### src/rtl/rx_pkg.sv
// rtl/rx_pkg.sv - shared receiver encodings, frame limits and controller state type
//
// Purpose: constants and types shared by the frame buffer controller files.
// Ports: none (package).

package rx_pkg;

  // Receiver state encodings (istate)
  localparam logic [2:0] RX_IDLE = 3'b000;
  localparam logic [2:0] RX_DA   = 3'b011;
  localparam logic [2:0] RX_SA   = 3'b100;
  localparam logic [2:0] RX_LEN  = 3'b101;
  localparam logic [2:0] RX_DATA = 3'b110;
  localparam logic [2:0] RX_FCS  = 3'b111;

  // CRC-32 register value after running over a frame including a correct FCS
  localparam logic [31:0] CRC_RESIDUE = 32'hC704DD7B;

  localparam logic [10:0] MIN_FRAME = 11'd64;
  localparam logic [10:0] MAX_FRAME = 11'd1522;

  // Controller FSM state
  typedef logic [2:0] ctrl_state_t;
  localparam ctrl_state_t ST_IDLE   = 3'd0;
  localparam ctrl_state_t ST_WRITE  = 3'd1;
  localparam ctrl_state_t ST_CHECK  = 3'd2;
  localparam ctrl_state_t ST_COMMIT = 3'd3;
  localparam ctrl_state_t ST_DROP   = 3'd4;

  // DA through FCS are the states whose bytes land in packet memory
  function automatic logic is_frame_state(input logic [2:0] st);
    return (st >= RX_DA);
  endfunction

endpackage

### src/rtl/rx_frame_buffer_ctrl_if.sv
// rtl/rx_frame_buffer_ctrl_if.sv - reader-side channel: descriptor handshake and space release
//
// Purpose: bundles the signals exchanged with the downstream copy/read engine.
// Signals:
//   o_desc_valid / o_desc_addr / o_desc_len : descriptor from controller
//   i_desc_ready                            : reader accepts descriptor
//   i_rel / i_rel_len                       : reader returns consumed bytes
// Modports: master = controller side, slave = reader side.

interface rx_frame_buffer_ctrl_if #(
  parameter int ADDR_W = 11
);
  logic              o_desc_valid;
  logic [ADDR_W-1:0] o_desc_addr;
  logic [10:0]       o_desc_len;
  logic              i_desc_ready;
  logic              i_rel;
  logic [10:0]       i_rel_len;

  modport master (
    output o_desc_valid, o_desc_addr, o_desc_len,
    input  i_desc_ready, i_rel, i_rel_len
  );

  modport slave (
    input  o_desc_valid, o_desc_addr, o_desc_len,
    output i_desc_ready, i_rel, i_rel_len
  );
endinterface

### src/rtl/rx_desc_fifo.sv
// rtl/rx_desc_fifo.sv - synchronous descriptor FIFO with full/empty flags
//
// Purpose: holds committed frame descriptors until the reader takes them.
// Ports:
//   iclk, irst_n : clock, asynchronous active-low reset
//   i_push, i_wdata : write request and data
//   i_pop        : read request (ignored when empty)
//   o_rdata      : head entry (show-ahead)
//   o_full, o_empty : status flags

module rx_desc_fifo #(
  parameter int WIDTH = 22,
  parameter int DEPTH = 8
) (
  input  logic             iclk,
  input  logic             irst_n,
  input  logic             i_push,
  input  logic [WIDTH-1:0] i_wdata,
  input  logic             i_pop,
  output logic [WIDTH-1:0] o_rdata,
  output logic             o_full,
  output logic             o_empty
);
  localparam int PTR_W = $clog2(DEPTH);

  logic [WIDTH-1:0] r_mem [DEPTH];
  logic [PTR_W-1:0] r_wr_ptr;
  logic [PTR_W-1:0] r_rd_ptr;
  logic [PTR_W:0]   r_count;
  logic             w_do_push;
  logic             w_do_pop;

  assign o_empty = (r_count == '0);
  assign o_full  = (r_count == (PTR_W+1)'(DEPTH));
  assign o_rdata = r_mem[r_rd_ptr];

  assign w_do_pop  = i_pop && !o_empty;
  // A push into a full FIFO is fine when a pop frees the slot in the same cycle
  assign w_do_push = i_push && (!o_full || w_do_pop);

  always_ff @(posedge iclk) begin
    if (w_do_push) r_mem[r_wr_ptr] <= i_wdata;
  end

  always_ff @(posedge iclk or negedge irst_n) begin
    if (!irst_n) begin
      r_wr_ptr <= '0;
      r_rd_ptr <= '0;
      r_count  <= '0;
    end else begin
      if (w_do_push) r_wr_ptr <= r_wr_ptr + 1'b1;
      if (w_do_pop)  r_rd_ptr <= r_rd_ptr + 1'b1;
      case ({w_do_push, w_do_pop})
        2'b10:   r_count <= r_count + 1'b1;
        2'b01:   r_count <= r_count - 1'b1;
        default: r_count <= r_count;
      endcase
    end
  end
endmodule

### src/rtl/rx_frame_buffer_ctrl.sv
// rtl/rx_frame_buffer_ctrl.sv - speculative frame writer with commit/rollback into circular packet memory
//
// Purpose: writes received frame bytes into a circular byte memory, then commits
// good frames as descriptors or rolls the write pointer back on bad ones.
// Ports:
//   iclk, irst_n                 : clock, asynchronous active-low reset
//   istate/ichange/idata/idv/ierror/ircrc : frame receiver outputs
//   o_mem_we/o_mem_waddr/o_mem_wdata      : registered memory write port
//   desc_if (master)             : descriptor handshake and space release
//   o_frame_cnt, o_drop_cnt      : wrapping committed / dropped frame counters
//   o_busy                       : FSM not in IDLE

module rx_frame_buffer_ctrl
  import rx_pkg::*;
#(
  parameter int ADDR_W     = 11,
  parameter int DESC_DEPTH = 8
) (
  input  logic              iclk,
  input  logic              irst_n,
  input  logic [2:0]        istate,
  input  logic              ichange,
  input  logic [7:0]        idata,
  input  logic              idv,
  input  logic              ierror,
  input  logic [31:0]       ircrc,
  output logic              o_mem_we,
  output logic [ADDR_W-1:0] o_mem_waddr,
  output logic [7:0]        o_mem_wdata,
  rx_frame_buffer_ctrl_if.master desc_if,
  output logic [15:0]       o_frame_cnt,
  output logic [15:0]       o_drop_cnt,
  output logic              o_busy
);
  localparam int SUM_W = ((ADDR_W > 11) ? ADDR_W : 11) + 3;
  localparam logic [ADDR_W:0] MEM_BYTES = {1'b1, {ADDR_W{1'b0}}};

  ctrl_state_t       r_state;
  ctrl_state_t       w_next;
  logic [ADDR_W-1:0] r_wptr;
  logic [ADDR_W-1:0] r_cptr;
  logic [ADDR_W-1:0] r_start;
  logic [10:0]       r_len;
  logic [ADDR_W:0]   r_free;
  logic              r_mem_we;
  logic [ADDR_W-1:0] r_mem_waddr;
  logic [7:0]        r_mem_wdata;
  logic [15:0]       r_frame_cnt;
  logic [15:0]       r_drop_cnt;

  logic              w_byte;
  logic              w_abort;
  logic              w_accept;
  logic              w_check_ok;
  logic              w_enter_drop;
  logic [SUM_W-1:0]  w_free_sum;
  logic [ADDR_W:0]   w_free_next;
  logic              w_fifo_full;
  logic              w_fifo_empty;
  logic [ADDR_W+10:0] w_fifo_rdata;

  assign w_byte = (r_state == ST_WRITE) && idv && is_frame_state(istate);
  // A byte that cannot be stored (no space, or frame too long) kills the frame instead
  assign w_abort = (r_state == ST_WRITE) &&
                   (ierror || (w_byte && ((r_free == '0) || (r_len == MAX_FRAME))));
  assign w_accept = w_byte && !w_abort;
  assign w_check_ok = (ircrc == CRC_RESIDUE) && (r_len >= MIN_FRAME) &&
                      (r_len <= MAX_FRAME) && !w_fifo_full;

  always_comb begin
    w_next = r_state;
    case (r_state)
      ST_IDLE:   if (ichange && istate == RX_DA) w_next = ST_WRITE;
      ST_WRITE: begin
        if (w_abort)                          w_next = ST_DROP;
        else if (ichange && istate == RX_IDLE) w_next = ST_CHECK;
      end
      ST_CHECK:  w_next = w_check_ok ? ST_COMMIT : ST_DROP;
      ST_COMMIT: w_next = ST_IDLE;
      ST_DROP:   if (istate == RX_IDLE) w_next = ST_IDLE;
      default:   w_next = ST_IDLE;
    endcase
  end

  assign w_enter_drop = (w_next == ST_DROP) && (r_state != ST_DROP);

  // Release, byte write and rollback may coincide; all are applied, then capped
  always_comb begin
    w_free_sum = SUM_W'(r_free)
               + (desc_if.i_rel ? SUM_W'(desc_if.i_rel_len) : '0)
               + (w_enter_drop ? SUM_W'(r_len) : '0)
               - SUM_W'(w_accept);
    if (w_free_sum > SUM_W'(MEM_BYTES)) w_free_next = MEM_BYTES;
    else                                w_free_next = w_free_sum[ADDR_W:0];
  end

  always_ff @(posedge iclk or negedge irst_n) begin
    if (!irst_n) begin
      r_state     <= ST_IDLE;
      r_wptr      <= '0;
      r_cptr      <= '0;
      r_start     <= '0;
      r_len       <= '0;
      r_free      <= MEM_BYTES;
      r_mem_we    <= 1'b0;
      r_mem_waddr <= '0;
      r_mem_wdata <= '0;
      r_frame_cnt <= '0;
      r_drop_cnt  <= '0;
    end else begin
      r_state  <= w_next;
      r_free   <= w_free_next;
      r_mem_we <= w_accept;
      if (w_accept) begin
        r_mem_waddr <= r_wptr;
        r_mem_wdata <= idata;
        r_wptr      <= r_wptr + 1'b1;
        r_len       <= r_len + 1'b1;
      end
      if (r_state == ST_IDLE && w_next == ST_WRITE) begin
        r_start <= r_wptr;
        r_len   <= '0;
      end
      if (r_state == ST_COMMIT) begin
        r_cptr      <= r_wptr;
        r_frame_cnt <= r_frame_cnt + 1'b1;
      end
      if (w_enter_drop) begin
        r_wptr     <= r_cptr;
        r_len      <= '0;
        r_drop_cnt <= r_drop_cnt + 1'b1;
      end
    end
  end

  rx_desc_fifo #(
    .WIDTH (ADDR_W + 11),
    .DEPTH (DESC_DEPTH)
  ) u_desc_fifo (
    .iclk    (iclk),
    .irst_n  (irst_n),
    .i_push  (r_state == ST_COMMIT),
    .i_wdata ({r_start, r_len}),
    .i_pop   (desc_if.i_desc_ready),
    .o_rdata (w_fifo_rdata),
    .o_full  (w_fifo_full),
    .o_empty (w_fifo_empty)
  );

  // Head entry gated so descriptor outputs read zero while the FIFO is empty
  assign desc_if.o_desc_valid = !w_fifo_empty;
  assign desc_if.o_desc_addr  = w_fifo_empty ? '0 : w_fifo_rdata[ADDR_W+10:11];
  assign desc_if.o_desc_len   = w_fifo_empty ? '0 : w_fifo_rdata[10:0];

  assign o_mem_we    = r_mem_we;
  assign o_mem_waddr = r_mem_waddr;
  assign o_mem_wdata = r_mem_wdata;
  assign o_frame_cnt = r_frame_cnt;
  assign o_drop_cnt  = r_drop_cnt;
  assign o_busy      = (r_state != ST_IDLE);
endmodule

### src/flat_wrapper.sv
// flat-port wrapper written by rule: the top's interface ports become plain ports
module rx_frame_buffer_ctrl_flat import rx_pkg::*;
#(
  parameter int ADDR_W     = 11,
  parameter int DESC_DEPTH = 8
)
  (iclk, irst_n, istate, ichange, idata, idv, ierror, ircrc, o_mem_we, o_mem_waddr, o_mem_wdata, o_frame_cnt, o_drop_cnt, o_busy, desc_if_o_desc_valid, desc_if_o_desc_addr, desc_if_o_desc_len, desc_if_i_desc_ready, desc_if_i_rel, desc_if_i_rel_len);
  rx_frame_buffer_ctrl_if #(.ADDR_W(ADDR_W)) desc_if_i ();
  input  logic iclk;
  input  logic irst_n;
  input  logic [2:0] istate;
  input  logic ichange;
  input  logic [7:0] idata;
  input  logic idv;
  input  logic ierror;
  input  logic [31:0] ircrc;
  output logic o_mem_we;
  output logic [ADDR_W-1:0] o_mem_waddr;
  output logic [7:0] o_mem_wdata;
  output logic [15:0] o_frame_cnt;
  output logic [15:0] o_drop_cnt;
  output logic o_busy;
  output wire logic [$bits(desc_if_i.o_desc_valid)-1:0] desc_if_o_desc_valid;
  output wire logic [$bits(desc_if_i.o_desc_addr)-1:0] desc_if_o_desc_addr;
  output wire logic [$bits(desc_if_i.o_desc_len)-1:0] desc_if_o_desc_len;
  input wire logic [$bits(desc_if_i.i_desc_ready)-1:0] desc_if_i_desc_ready;
  input wire logic [$bits(desc_if_i.i_rel)-1:0] desc_if_i_rel;
  input wire logic [$bits(desc_if_i.i_rel_len)-1:0] desc_if_i_rel_len;
  assign desc_if_o_desc_valid = desc_if_i.o_desc_valid;
  assign desc_if_o_desc_addr = desc_if_i.o_desc_addr;
  assign desc_if_o_desc_len = desc_if_i.o_desc_len;
  assign desc_if_i.i_desc_ready = desc_if_i_desc_ready;
  assign desc_if_i.i_rel = desc_if_i_rel;
  assign desc_if_i.i_rel_len = desc_if_i_rel_len;
  rx_frame_buffer_ctrl #(.ADDR_W(ADDR_W), .DESC_DEPTH(DESC_DEPTH)) u_core (.iclk(iclk), .irst_n(irst_n), .istate(istate), .ichange(ichange), .idata(idata), .idv(idv), .ierror(ierror), .ircrc(ircrc), .o_mem_we(o_mem_we), .o_mem_waddr(o_mem_waddr), .o_mem_wdata(o_mem_wdata), .desc_if(desc_if_i), .o_frame_cnt(o_frame_cnt), .o_drop_cnt(o_drop_cnt), .o_busy(o_busy));
endmodule
### config.mk
export PLATFORM = sky130hd
export DESIGN_NAME = rx_frame_buffer_ctrl_flat
export DESIGN_NICKNAME = d
export VERILOG_FILES = /design/src/rtl/rx_pkg.sv /design/src/rtl/rx_frame_buffer_ctrl_if.sv /design/src/rtl/rx_desc_fifo.sv /design/src/rtl/rx_frame_buffer_ctrl.sv /design/src/flat_wrapper.sv
export SDC_FILE = /design/constraint.sdc
export NUM_CORES = 1
export LEC_CHECK = 0
export CAP_MARGIN = 20
export CORE_ASPECT_RATIO = 1.1
export CORE_UTILIZATION = 55
export CTS_CLUSTER_SIZE = 24
export DETAILED_ROUTE_END_ITERATION = 7
export PLACE_DENSITY_LB_ADDON = 0.15
export REMOVE_ABC_BUFFERS = 1
export SETUP_SLACK_MARGIN = 0.2
export SYNTH_ARGS = -nofsm -noshare
export SYNTH_HDL_FRONTEND = slang
export SYNTH_SLANG_ARGS = --single-unit
### constraint.sdc
create_clock -name iclk -period 11.54 [get_ports iclk]
set_clock_uncertainty 0.2 [all_clocks]
set_input_delay 2.308 -clock iclk [delete_from_list [all_inputs] [get_ports iclk]]
set_output_delay 2.308 -clock iclk [all_outputs]
set_load 0.05 [all_outputs]
==> metrics list, run 1 <==
- The die is 166 µm tall.
- After global routing the overflow that remains totals 0.
- Accumulated negative setup slack: 0 ns
- Of the cells placed in the final design, the portion with a size suffix greater than 1 is 0.140.
- Row generation in the floorplan step produced 59 rows.
- Along the worst path, the maximum fanout reaches 50.
* Hold crit path type: reg2reg
- Of the post-synthesis cell area, the dominant cell type holds 0.391.
- sky130_fd_sc_hd__edfxtp_1 takes more of the synthesized area than any other cell.
- Prevailing post-synth register cell: sky130_fd_sc_hd__edfxtp_1
* Number of instances in the synthesized netlist: 983
* P_sw: 1.20 mW
- The net count of the finished layout is 1,232.
- Fin. max-slew vios: 0
- Critical path data arrival time: 7.33 ns
- The HPWL after detailed placement is 17,400 µm.
- The share of total power dissipated in the clock network is 0.267.
* Synth top area cells: sky130_fd_sc_hd__edfxtp_1, sky130_fd_sc_hd__dfrtp_1, sky130_fd_sc_hd__mux4_2
- Proportion of synthesized chip area in sequential cells: 0.615
- IR analysis of the VDD net gives a maximum drop of 0.000116 V.
* Count of buffers inserted at the top-level ports: 136
* Path type of the worst setup path: in2reg
- The analysis attributes to cell leakage a power of 6.46 nW.
- The worst register-to-register path begins at u_core.r_len[6].
- In this run, distinct cell masters in the synthesized netlist total 76.
- At the pin with the least slew margin, the transition time is 0.885 ns.
- For this design the ratio of total power to cell area is 212 mW/mm².
- Worst hold path startpoint: u_core.o_frame_cnt[15]
- Clk buf depth: 3
- Antenna viol nets, final: 0
- The worst setup path is launched from an input port.
- At the end of routability-driven placement, the weighted congestion stood at 0.877.
* Placeable Area: 0.0239 mm²
* Max-cap check violation count: 0
- Number of synthesized flops with an enable pin: 176
- CTS built an H-tree with a depth of 1.
- Number of setup buffers added after CTS: 0
- Internal power of the cells: 2.23 mW
* Endpoint of the worst register-to-register path: u_core.r_free[11]
* Total of cells resized after clock tree synthesis: 0
* Width of the die: 151 µm
- Share of async-settable or async-resettable flops after synthesis: 0.407
- The run finished with clean final reports.
- Vias post-DR: 8,148
- The number of cells on the worst reg-to-reg path is 19.
- In the final routed layout, each cell accounts on average for 18.6 µm.
- Number of warnings reported in the yosys synthesis log: 0
- The repair_antennas step left the layout with diodes totalling 0.
* Number of failing hold endpoints at the final stage: 0
- RSZ-0062 raised after global routing: no
- Hold bufs inserted after CTS: 0
- The worst register-to-register path has a setup slack of 5.84 ns.
- Clock tree from TritonCTS: built
- Headroom to the max-slew limit came out at 0.410.
- Number of antenna violations at the first check in global routing: 0
- Once routing completed, OpenROAD measured the worst setup slack at 4.51 ns.
- Worst setup path startpoint: ircrc[21]
- During I/O placement, the number of pins put on the boundary was 137.
- Largest net degree at the start of global routing: 75
- Total iterations of the first detailed-routing run: 4
- Min Clock Period, post-route: 7.03 ns
- Syn Std Cell Area: 0.0135 mm²
- From synthesis to final layout, the design area changed by 19.5%.
- Clock latency on the worst-skew pair, taken at its later pin, is 0.55 ns.
* Die outline area: 0.0252 mm²
- Total track usage: 0.225
- Of the total power, registers draw 0.385.
* Post-route fraction of the period consumed by the critical path: 0.609
- Post-layout instance area: 0.0162 mm²
- Crit path required time: 11.83 ns
- For this configuration, the core starts out at a cell density of 0.565.
- Before CTS, the worst setup slack after placement is 3.95 ns.
- For this block, the initial DRC count from the detailed router was 344.
* Total clock sinks: 297
- Setup violation total in the final timing report: 0
- In the routed design, unresolved DRC markers number 0.
- Of the total power, combinational logic draws 0.348.
- Crit. End Element: register
- Placed cell areas: 0.0152 mm²
- Avg Cell Area, Syn: 13.8 µm²
- Number of global-route vias before repair: 8,446
- Summed over all layers, the routed wires come to 27,000 µm.
* Register bit total from synthesis: 297
- In this run the clock root is driven by a sky130_fd_sc_hd__clkbuf_16.
- Via count normalized by instance count: 5.62
- Of the total power, the share spent switching nets is 0.350.
- The critical path ends at u_core.r_free[11].
- Cts bufs inserted: 29
- CTS clk-pin slew, worst paths: 0.06 ns
* Max Fclk: 142 MHz
* First-pass GRT wire length: 43,900 µm
-- stage by stage --
step | hold WS [ns] | util | power [mW] | cells
2_1_floorplan | 0.242 | - | 2.19 | 945
3_3_place_gp | 0.258 | 0.636 | 2.52 | 1396
3_5_place_dp | 0.262 | 0.636 | 2.54 | 1396
4_1_cts | 0.281 | 0.675 | 3.45 | 1449
5_1_grt | 0.301 | 0.676 | 3.59 | 1451
6_report | 0.276 | 0.676 | 3.43 | 1451
-- how the worst min path moves through the flow --
stage                                         to  slack (ns)  cells past startpoint
final                     u_core.o_frame_cnt[15]        0.28                      1
after global routing      u_core.o_frame_cnt[15]        0.30                      1
after CTS                       u_core.r_cptr[8]        0.28                      2
after detailed placement   u_core.o_drop_cnt[15]        0.26                      1
after global placement          u_core.r_cptr[0]        0.26                      2
after floorplan                 u_core.r_cptr[2]        0.24                      2
-- layout make-up --
| class | count | area, µm² |
|---|---|---|
| Multi-Input combinational cell | 602 | 4890 |
| Fill cell | 1688 | 7760 |
| Inverter | 46 | 173 |
| Sequential cell | 297 | 8320 |
| Tap cell | 305 | 382 |
| Clock buffer | 39 | 793 |
| Clock inverter | 14 | 139 |
| Timing Repair Buffer | 148 | 1460 |
-- layout by cell type, fill, tap and decap left out, drive strengths merged, types with 13 or more instances in the layout --
cell           instances
buf                   13
clkbuf                39
clkdlybuf4s50        135
dfrtp                120
edfxtp               176
fa                    13
ha                    34
inv                   47
mux2                  14
mux2i                 24
mux4                  44
nand2                161
nand3                 24
nand4                 22
nor2                  54
nor3                  25
o21ai                 22
xnor2                 44
xor2                  19
-- synth_stat cells, types with 19 or more instances --
cell type / number
sky130_fd_sc_hd__xor2_1: 19
sky130_fd_sc_hd__dfrtp_1: 120
sky130_fd_sc_hd__nor2_1: 44
sky130_fd_sc_hd__edfxtp_1: 176
sky130_fd_sc_hd__xnor2_1: 44
sky130_fd_sc_hd__mux2i_1: 24
sky130_fd_sc_hd__clkbuf_1: 20
sky130_fd_sc_hd__mux4_2: 44
sky130_fd_sc_hd__ha_1: 34
sky130_fd_sc_hd__nand2_1: 161
sky130_fd_sc_hd__inv_1: 45
sky130_fd_sc_hd__nand3_1: 24
sky130_fd_sc_hd__nor3_1: 22
sky130_fd_sc_hd__nand4_1: 21
-- worst max-delay path, stage by stage --
cell	delay, ns
sky130_fd_sc_hd__clkdlybuf4s50_1	0.43
sky130_fd_sc_hd__nor4_1	0.33
sky130_fd_sc_hd__nand4_1	0.14
sky130_fd_sc_hd__nor3_1	0.24
sky130_fd_sc_hd__nand4b_1	0.16
sky130_fd_sc_hd__a22o_4	0.46
sky130_fd_sc_hd__nand2_1	0.14
sky130_fd_sc_hd__ha_1	0.25
sky130_fd_sc_hd__fa_1	0.51
sky130_fd_sc_hd__inv_1	0.04
sky130_fd_sc_hd__ha_1	0.23
sky130_fd_sc_hd__inv_1	0.08
sky130_fd_sc_hd__fa_1	0.24
sky130_fd_sc_hd__nor2b_4	0.06
sky130_fd_sc_hd__o31a_4	0.32
sky130_fd_sc_hd__o311ai_2	0.25
sky130_fd_sc_hd__nand2_1	0.09
sky130_fd_sc_hd__a41o_1	0.25
sky130_fd_sc_hd__a31oi_2	0.56
sky130_fd_sc_hd__or2_2	0.22
-- state kept, by name, summed over array words and instances, names as in the netlist --
name                         flops
u_core.o_drop_cnt               16
u_core.o_frame_cnt              16
u_core.o_mem_waddr              11
u_core.o_mem_wdata               8
u_core.o_mem_we                  1
u_core.r_cptr                   11
u_core.r_free                   12
u_core.r_len                    11
u_core.r_start                  11
u_core.r_state                   3
u_core.r_wptr                   11
u_core.u_desc_fifo.r_count       4
u_core.u_desc_fifo.r_mem       176
u_core.u_desc_fifo.r_rd_ptr      3
u_core.u_desc_fifo.r_wr_ptr      3
-- cells by family after synthesis --
kind of cell               after synthesis  share of synthesized area
buffers and inverters                   84                     0.0266
adders and majority gates               47                     0.0507
and+or+nand+nor                        347                      0.128
DFF                                    297                      0.615
xor gates and xnor gates                63                     0.0408
muxes                                   82                      0.103
AOI/OAI and AO/OA                       63                     0.0364
-- power groups by stage --
| stage | Clock, mW | Combinational [mW] | Sequential, mW |
|---|---|---|---|
| floorplan | 0 | 0.784 | 1.40 |
| global placement | 0 | 1.16 | 1.36 |
| detailed placement | 0 | 1.17 | 1.37 |
| CTS | 0.928 | 1.17 | 1.35 |
| global route | 0.968 | 1.29 | 1.33 |
| finish | 0.913 | 1.19 | 1.32 |
-- metal layers --
layer,global-route usage,up-vias,share of wire
li1,-,3849,-
met1,0.309,4077,0.43
met2,0.373,188,0.50
met3,0.0416,34,0.051
met4,0.0482,0,0.015
met5,0,-,0
(Power assumes the default switching activity.)
==> inputs of run 2 (changes only) <==
CORE_UTILIZATION = 52   (was 55)
clock period = 6.3 ns   (was 11.54 ns; I/O delays follow)
==> metrics list, run 2 (same netlist as run 1, synthesis figures left out) <==
- Min Clock Period, post-route: 5.52 ns
- Hold crit path type: reg2reg
- Critical path data arrival time: 5.78 ns (-1.55 ns)
* Aggregate global routing overflow: 0 (unchanged)
- Max-cap check violation count: 0 (unchanged)
* Final instance count without filler cells: 1,497 (+3.2%)
* Fin. max-slew vios: 0 (unchanged)
* Vias post-DR: 8,014 (-1.6%)
- Switching power share of the total: 0.350 (about the same)
* Portion of total power attributed to combinational logic: 0.350 (+0.002)
* Register name with the most flops: u_core.u_desc_fifo.r_mem
* Total clock sinks: 297 (unchanged)
* Die height: 171 µm (+2.8%)
- The mean routed wirelength per cell came to 17.8 µm (-4.3%).
- The number of resized instances in the post-cts repair step was 0 (unchanged).
* Post-route fraction of the period consumed by the critical path: 0.876
- Internal power of the cells: 4.06 mW (+82%)
- Cts bufs inserted: 29 (unchanged)
* Wire length reported by the detailed router: 26,700 µm (-1.2%)
- The number of buffers on the longest clock path was 3 (unchanged).
* Accumulated negative setup slack: 0 ns (unchanged)
- Based on the critical path, the design can be clocked at up to 181 MHz.
* Fraction of layout instances using a drive strength above 1: 0.149 (+0.00895)
* CTS clk-pin slew, worst paths: 0.06 ns (about the same)
* Headroom to the max-slew limit: 0.274 (-0.136)
* Crit path required time: 6.56 ns (-5.27 ns)
- The transition at the pin with the smallest max-transition slack was 1.09 ns (+0.204 ns).
- The per-cell via count in the routed design was 5.35 (-4.7%).
- Number of placed cells counting well taps: 1,441 (+3.2%)
- The post-placement cell area came to 0.0153 mm² (+0.57%).
- The worst setup path is launched from an input port.
- Run status: finished clean
- Initial standard-cell utilization of the core: 0.532 (-0.0333)
- The number of top-level design ports came to 137 (unchanged).
* Count of buffers inserted at the top-level ports: 136 (unchanged)
* Setup violation total in the final timing report: 0 (unchanged)
* Hold bufs inserted after CTS: 0 (unchanged)
* First-pass GRT wire length: 44,200 µm (+0.50%)
- Worst Path Max Fanout: 12 (-76%)
* Top library cells by usage in the layout, fill and taps aside: sky130_fd_sc_hd__edfxtp_1, sky130_fd_sc_hd__nand2_1, sky130_fd_sc_hd__clkdlybuf4s50_1
* Total leakage power: 6.51 nW (+0.72%)
- # DRC: 0 (unchanged)
- The total global routing track utilization came to 0.214 (-0.0101).
* Filler cells: 1,960 (+16%)
- The number of global-route vias before repair is 8,357 (-1.1%).
- Routability congestion estimate from global placement: 0.847 (-3.4%)
- Storage element area: 0.00832 mm² (unchanged)
- Most common cell after layout, fill and taps aside: sky130_fd_sc_hd__edfxtp_1
- The tree is rooted in a sky130_fd_sc_hd__clkbuf_16.
* Clock latency on the worst-skew pair: 0.54 ns (about the same)
* Clock network fraction of total power: 0.262 (-0.005)
- Relative to the synthesized area, the layout overhead comes to 20.1%.
- The number of iterations in the first detailed-routing pass came to 4 (unchanged).
- Antenna viol nets, final: 0 (unchanged)
- The finished layout cell area came to 0.0162 mm² (+0.49%).
- Number of failing hold endpoints at the final stage: 0 (unchanged)
- Crit. End Element: register
- The count of buffers added by post-CTS timing repair for setup is 0 (unchanged).
- The horizontal extent of the die came to 156 µm (+2.8%).
* Largest net degree at the start of global routing: 85 (+13%)
- Power density over the cells: 385 mW/mm² (+81%)
- Share of total power in sequential cells: 0.388 (+0.003)
- The number of placement rows came to 61 (+3.4%).
* Half-perimeter wire length after placement: 17,300 µm (-0.71%)
* Die outline area: 0.0267 mm² (+5.7%)
- The number of nets in the finished design came to 1,236 (+0.32%).
- Path type of the worst setup path: in2reg
* Initial detailed-routing violation count: 373 (+8.4%)
- Setup repair after global routing left no endpoint under its margin.
* Final Total Pwr: 6.24 mW (+82%)
- Number of antenna violations at the first check in global routing: 0 (unchanged)
- P_sw: 2.18 mW (+82%)
- Placeable Area: 0.0254 mm² (+6.3%)
- The total area of multi-input combinational cells is 0.00490 mm² (+0.10%).
- The number of inserted diodes came to 0 (unchanged).
- TritonCTS built the clock tree.
- Worst IR Drop VDD: 0.000258 V (+120%)
* Largest register FFs: 176 (unchanged)
- The number of H-tree branching levels came to 1 (unchanged).
[run 2: power by group through the flow]
stage	registers, mW	logic (mW)	clock network (mW)
after detailed placement	2.46	2.20	0
after floorplan	2.57	1.44	0
after global placement	2.46	2.18	0
after CTS	2.43	2.21	1.67
final	2.42	2.18	1.64
after global routing	2.45	2.37	1.75
[run 2: final timing paths]
| kind | startpoint | endpoint | slack (ns) | cells past startpoint |
|---|---|---|---|---|
| worst min-delay path | u_core.o_mem_wdata[5] | u_core.o_mem_wdata[5] | 0.27 | 2 |
| worst max-delay path | ircrc[20] | u_core.r_free[11] | 0.78 | 21 |
| min in group asynchronous | irst_n | u_core.r_start[9] | 0.48 | 1 |
| worst min register to register | u_core.o_mem_wdata[5] | u_core.o_mem_wdata[5] | 0.27 | 2 |
| worst max register to register | u_core.r_len[1] | u_core.r_free[11] | 1.21 | 21 |
| max in group asynchronous | irst_n | u_core.r_free[11] | 4.25 | 3 |
[run 2: through the flow]
stage / util / hold slack [ns] / setup slack [ns]
floorplan: - / 0.242 / 0.746
global placement: 0.601 / 0.256 / 0.349
detailed placement: 0.601 / 0.262 / 0.201
CTS: 0.638 / 0.276 / 0.759
global route: 0.639 / 0.292 / 0.492
finish: 0.639 / 0.269 / 0.781
[run 2: final cells by class]
type / count / area share
inverters: 46 / 0.0106
flip-flops and latches: 297 / 0.512
repair buffers: 152 / 0.0923
clock buffers: 37 / 0.0490
well taps: 346 / 0.0267
multi-input cells: 602 / 0.302
clock inverters: 17 / 0.00747
[run 2: per-layer routing]
layer,up-vias,part of all wire,track usage
met3,26,0.059,0.0415
met4,0,0.011,0.0405
met5,-,0,0
met2,168,0.49,0.367
met1,3959,0.44,0.288
li1,3861,-,-
[run 2: worst max-delay path, stage by stage]
cell	delay (ns)
sky130_fd_sc_hd__clkdlybuf4s50_1	0.43
sky130_fd_sc_hd__nor4_1	0.32
sky130_fd_sc_hd__nand4_1	0.14
sky130_fd_sc_hd__nor3_1	0.22
sky130_fd_sc_hd__nand4b_1	0.13
sky130_fd_sc_hd__a22o_4	0.32
sky130_fd_sc_hd__nand2_1	0.09
sky130_fd_sc_hd__ha_1	0.25
sky130_fd_sc_hd__fa_1	0.52
sky130_fd_sc_hd__inv_1	0.04
sky130_fd_sc_hd__ha_1	0.23
sky130_fd_sc_hd__inv_1	0.08
sky130_fd_sc_hd__fa_1	0.25
sky130_fd_sc_hd__nor2b_4	0.07
sky130_fd_sc_hd__o31a_4	0.32
sky130_fd_sc_hd__o311ai_2	0.26
sky130_fd_sc_hd__nand2_1	0.09
sky130_fd_sc_hd__mux2i_1	0.18
sky130_fd_sc_hd__a31oi_2	0.11
sky130_fd_sc_hd__buf_4	0.19
sky130_fd_sc_hd__or2_2	0.29
==> inputs of run 3 (changes only) <==
CTS_BUF_LIST = sky130_fd_sc_hd__clkbuf_8 sky130_fd_sc_hd__clkbuf_16   (was default)
MAX_ROUTING_LAYER = met4   (was default)
==> metrics list, run 3 (same netlist as run 1, synthesis figures left out) <==
* Run status: finished clean
- The fmax is 181 MHz (about the same).
- Layout overhead on the synthesized area: 20.1% (unchanged)
* Largest delay contributor family on the critical path: simple AND/OR/NAND/NOR gates
- The count of filler cells inserted in the layout was 1,960 (unchanged).
- The HPWL after detailed placement was 17,300 µm (unchanged).
- The maximum VDD drop came to 0.000258 V (+0.32%).
* Cts bufs inserted: 29 (unchanged)
* Most common cell after layout, fill and taps aside: sky130_fd_sc_hd__edfxtp_1
* Number of H-tree branching levels: 1 (unchanged)
- Die height: 171 µm (unchanged)
- Crit. End Element: register
- The pin count of the biggest net entering global routing came to 85 (unchanged).
* Top library cells by usage in the layout, fill and taps aside: sky130_fd_sc_hd__edfxtp_1, sky130_fd_sc_hd__nand2_1, sky130_fd_sc_hd__clkdlybuf4s50_1
- The total power divided by cell area was 384 mW/mm² (about the same).
* Top Ports: 137 (unchanged)
* Hold bufs inserted after CTS: 0 (unchanged)
* Logic depth of the worst path, buffers included: 21 (unchanged)
* Headroom to the max-slew limit: 0.268 (-0.00529)
- In this run the critical register-to-register path is captured at u_core.r_free[11].
- Initial detailed-routing violation count: 386 (+3.5%)
- The transition at the pin with the smallest max-transition slack came to 1.10 ns (+0.00793 ns).
- End point of the critical path: u_core.r_free[11]
* Path type of the worst setup path: in2reg
* Cells along the critical path: clkdlybuf4s50_1 -> nor4_1 -> nand4_1 -> nor3_1 -> nand4b_1 -> a22o_4 -> nand2_1 -> ha_1 -> fa_1 -> inv_1 -> ha_1 -> inv_1 -> fa_1 -> nor2b_4 -> o31a_4 -> o311ai_2 -> nand2_1 -> mux2i_1 -> a31oi_2 -> buf_4 -> or2_2
* Number of global-route vias before repair: 8,378 (+0.25%)
- Clk buf depth: 3 (unchanged)
- Worst-case setup margin in the final layout: 0.778 ns (-0.00262 ns)
- Aggregate global routing overflow: 0 (unchanged)
- The most critical setup path has its startpoint at ircrc[20].
* Total clock sinks: 297 (unchanged)
- The root buffer cell chosen for the clock tree is sky130_fd_sc_hd__clkbuf_16.
- Total leakage power: 6.52 nW (+0.25%)
- Vias post-DR: 8,089 (+0.94%)
- Fin. max-slew vios: 0 (unchanged)
- Fraction of layout instances using a drive strength above 1: 0.149 (unchanged)
- Wire length reported by the detailed router: 26,800 µm (+0.42%)
* Routability congestion estimate from global placement: 0.860 (+1.6%)
- Final-stage net count: 1,236 (unchanged)
- The number of inserted diodes was 0 (unchanged).
- The wire length of the first global-routing pass came to 44,100 µm (-0.22%).
* Worst hold path startpoint: u_core.o_mem_wdata[5]
- The worst stage delay on the critical path is 0.52 ns (about the same).
- The number of resized instances in the post-cts repair step was 0 (unchanged).
- The area of the core came to 0.0254 mm² (unchanged).
- FF-to-FF Start: u_core.r_len[1]
- Min Clock Period, post-route: 5.52 ns (+0.00262 ns)
- Total iterations of the first detailed-routing run: 4 (unchanged)
* RSZ-0062 raised after global routing: no
* Critical path data arrival time: 5.78 ns (about the same)
- Die outline area: 0.0267 mm² (unchanged)
- Clock tree from TritonCTS: built
* Accumulated negative setup slack: 0 ns (unchanged)
- Critical-path top delay cell: sky130_fd_sc_hd__fa_1
* Largest register FFs: 176 (unchanged)
- The finished layout cell area came to 0.0162 mm² (unchanged).
- The tightest min-delay check is of the reg2reg type.
- The footprint of the flip-flops and latches was 0.00832 mm² (unchanged).
- The final-report hold violation count was 0 (unchanged).
- CTS clk-pin slew, worst paths: 0.06 ns (about the same)
* Width of the die: 156 µm (unchanged)
* Register-to-register setup slack: 1.20 ns (about the same)
- Buf+Inv Stages, Crit Path: 4 (unchanged)
- Total area of multi-input combinational cells: 0.00490 mm² (unchanged)
- The number of nets with antenna violations after routing came to 0 (unchanged).
* Total track usage: 0.221 (+0.00639)
- Standard-cell row count: 61 (unchanged)
- Crit path required time: 6.55 ns (about the same)
- The insertion delay to the later sink of the worst-skew pair came to 0.53 ns (about the same).
* # DRC: 0 (unchanged)
- More flip-flops sit in one register than any other, and that register is u_core.u_desc_fifo.r_mem.
* Number of setup buffers added after CTS: 0 (unchanged)
- Worst Path Max Fanout: 12 (unchanged)
* Setup violation total in the final timing report: 0 (unchanged)
* Number of antenna violations at the first check in global routing: 0 (unchanged)
* Post-route fraction of the period consumed by the critical path: 0.876 (about the same)
* Critical path launch point type: input port
- Initial standard-cell utilization of the core: 0.532 (unchanged)
- Average detailed-routed wire length per instance: 17.9 µm (+0.42%)
- Finished Core Util: 0.639 (unchanged)
- Setup slack after placement: 0.201 ns (unchanged)
* Count of buffers inserted at the top-level ports: 136 (unchanged)
- Via count normalized by instance count: 5.40 (+0.94%)
* Placed cell areas: 0.0153 mm² (unchanged)
- The count of max-cap constraint violations came to 0 (unchanged).
* Worst reg-to-reg path cell count: 21 (unchanged)
run 3: changes by cell type in the layout (fill, tap and decap cells not counted), sizes merged:
| cell | previous run | this run |
|---|---|---|
| clkbuf | 37 | 33 |
| inv | 47 | 51 |
run 3: cell type report:
class	instances	share of cell area
Sequential cell	297	0.512
Multi-Input combinational cell	602	0.302
Timing Repair Buffer	152	0.0923
Clock buffer	33	0.0481
Tap cell	346	0.0267
Inverter	46	0.0106
Clock inverter	21	0.00840
run 3: per-stage QoR:
stage	total power, mW	cells	hold WS [ns]
floorplan	4.01	945	0.242
global placement	4.64	1441	0.256
detailed placement	4.67	1441	0.262
CTS	6.30	1495	0.276
global route	6.57	1497	0.292
finish	6.24	1497	0.274
run 3: worst min path at each step:
stage          cells after the start  slack, ns                endpoint
5_1_grt                            1       0.29  u_core.o_frame_cnt[15]
6_report                           2       0.27   u_core.o_mem_wdata[5]
2_1_floorplan                      2       0.24        u_core.r_cptr[2]
3_5_place_dp                       2       0.26   u_core.o_mem_waddr[3]
4_1_cts                            2       0.28        u_core.r_wptr[0]
3_3_place_gp                       2       0.26        u_core.r_wptr[7]
run 3: metal layers:
layer / global-route usage / routed length (µm) / part of all wire / up-vias
met5: - / 0 / 0 / -
met4: 0.0431 / 323 / 0.012 / 0
met3: 0.0352 / 1320 / 0.049 / 31
met2: 0.365 / 13100 / 0.49 / 170
met1: 0.292 / 12000 / 0.45 / 4024
li1: - / - / - / 3864
run 3: where the power goes:
part / internal [mW] / switching (mW)
sequential: 2.19 / 0.226
combinational: 0.933 / 1.25
clock: 0.928 / 0.704
run 3: tightest hold or removal path, cell delays in order, from the launching register on:
cell	delay (ns)
sky130_fd_sc_hd__dfrtp_1	0.34
sky130_fd_sc_hd__nand2_1	0.05
sky130_fd_sc_hd__nand2_1	0.06
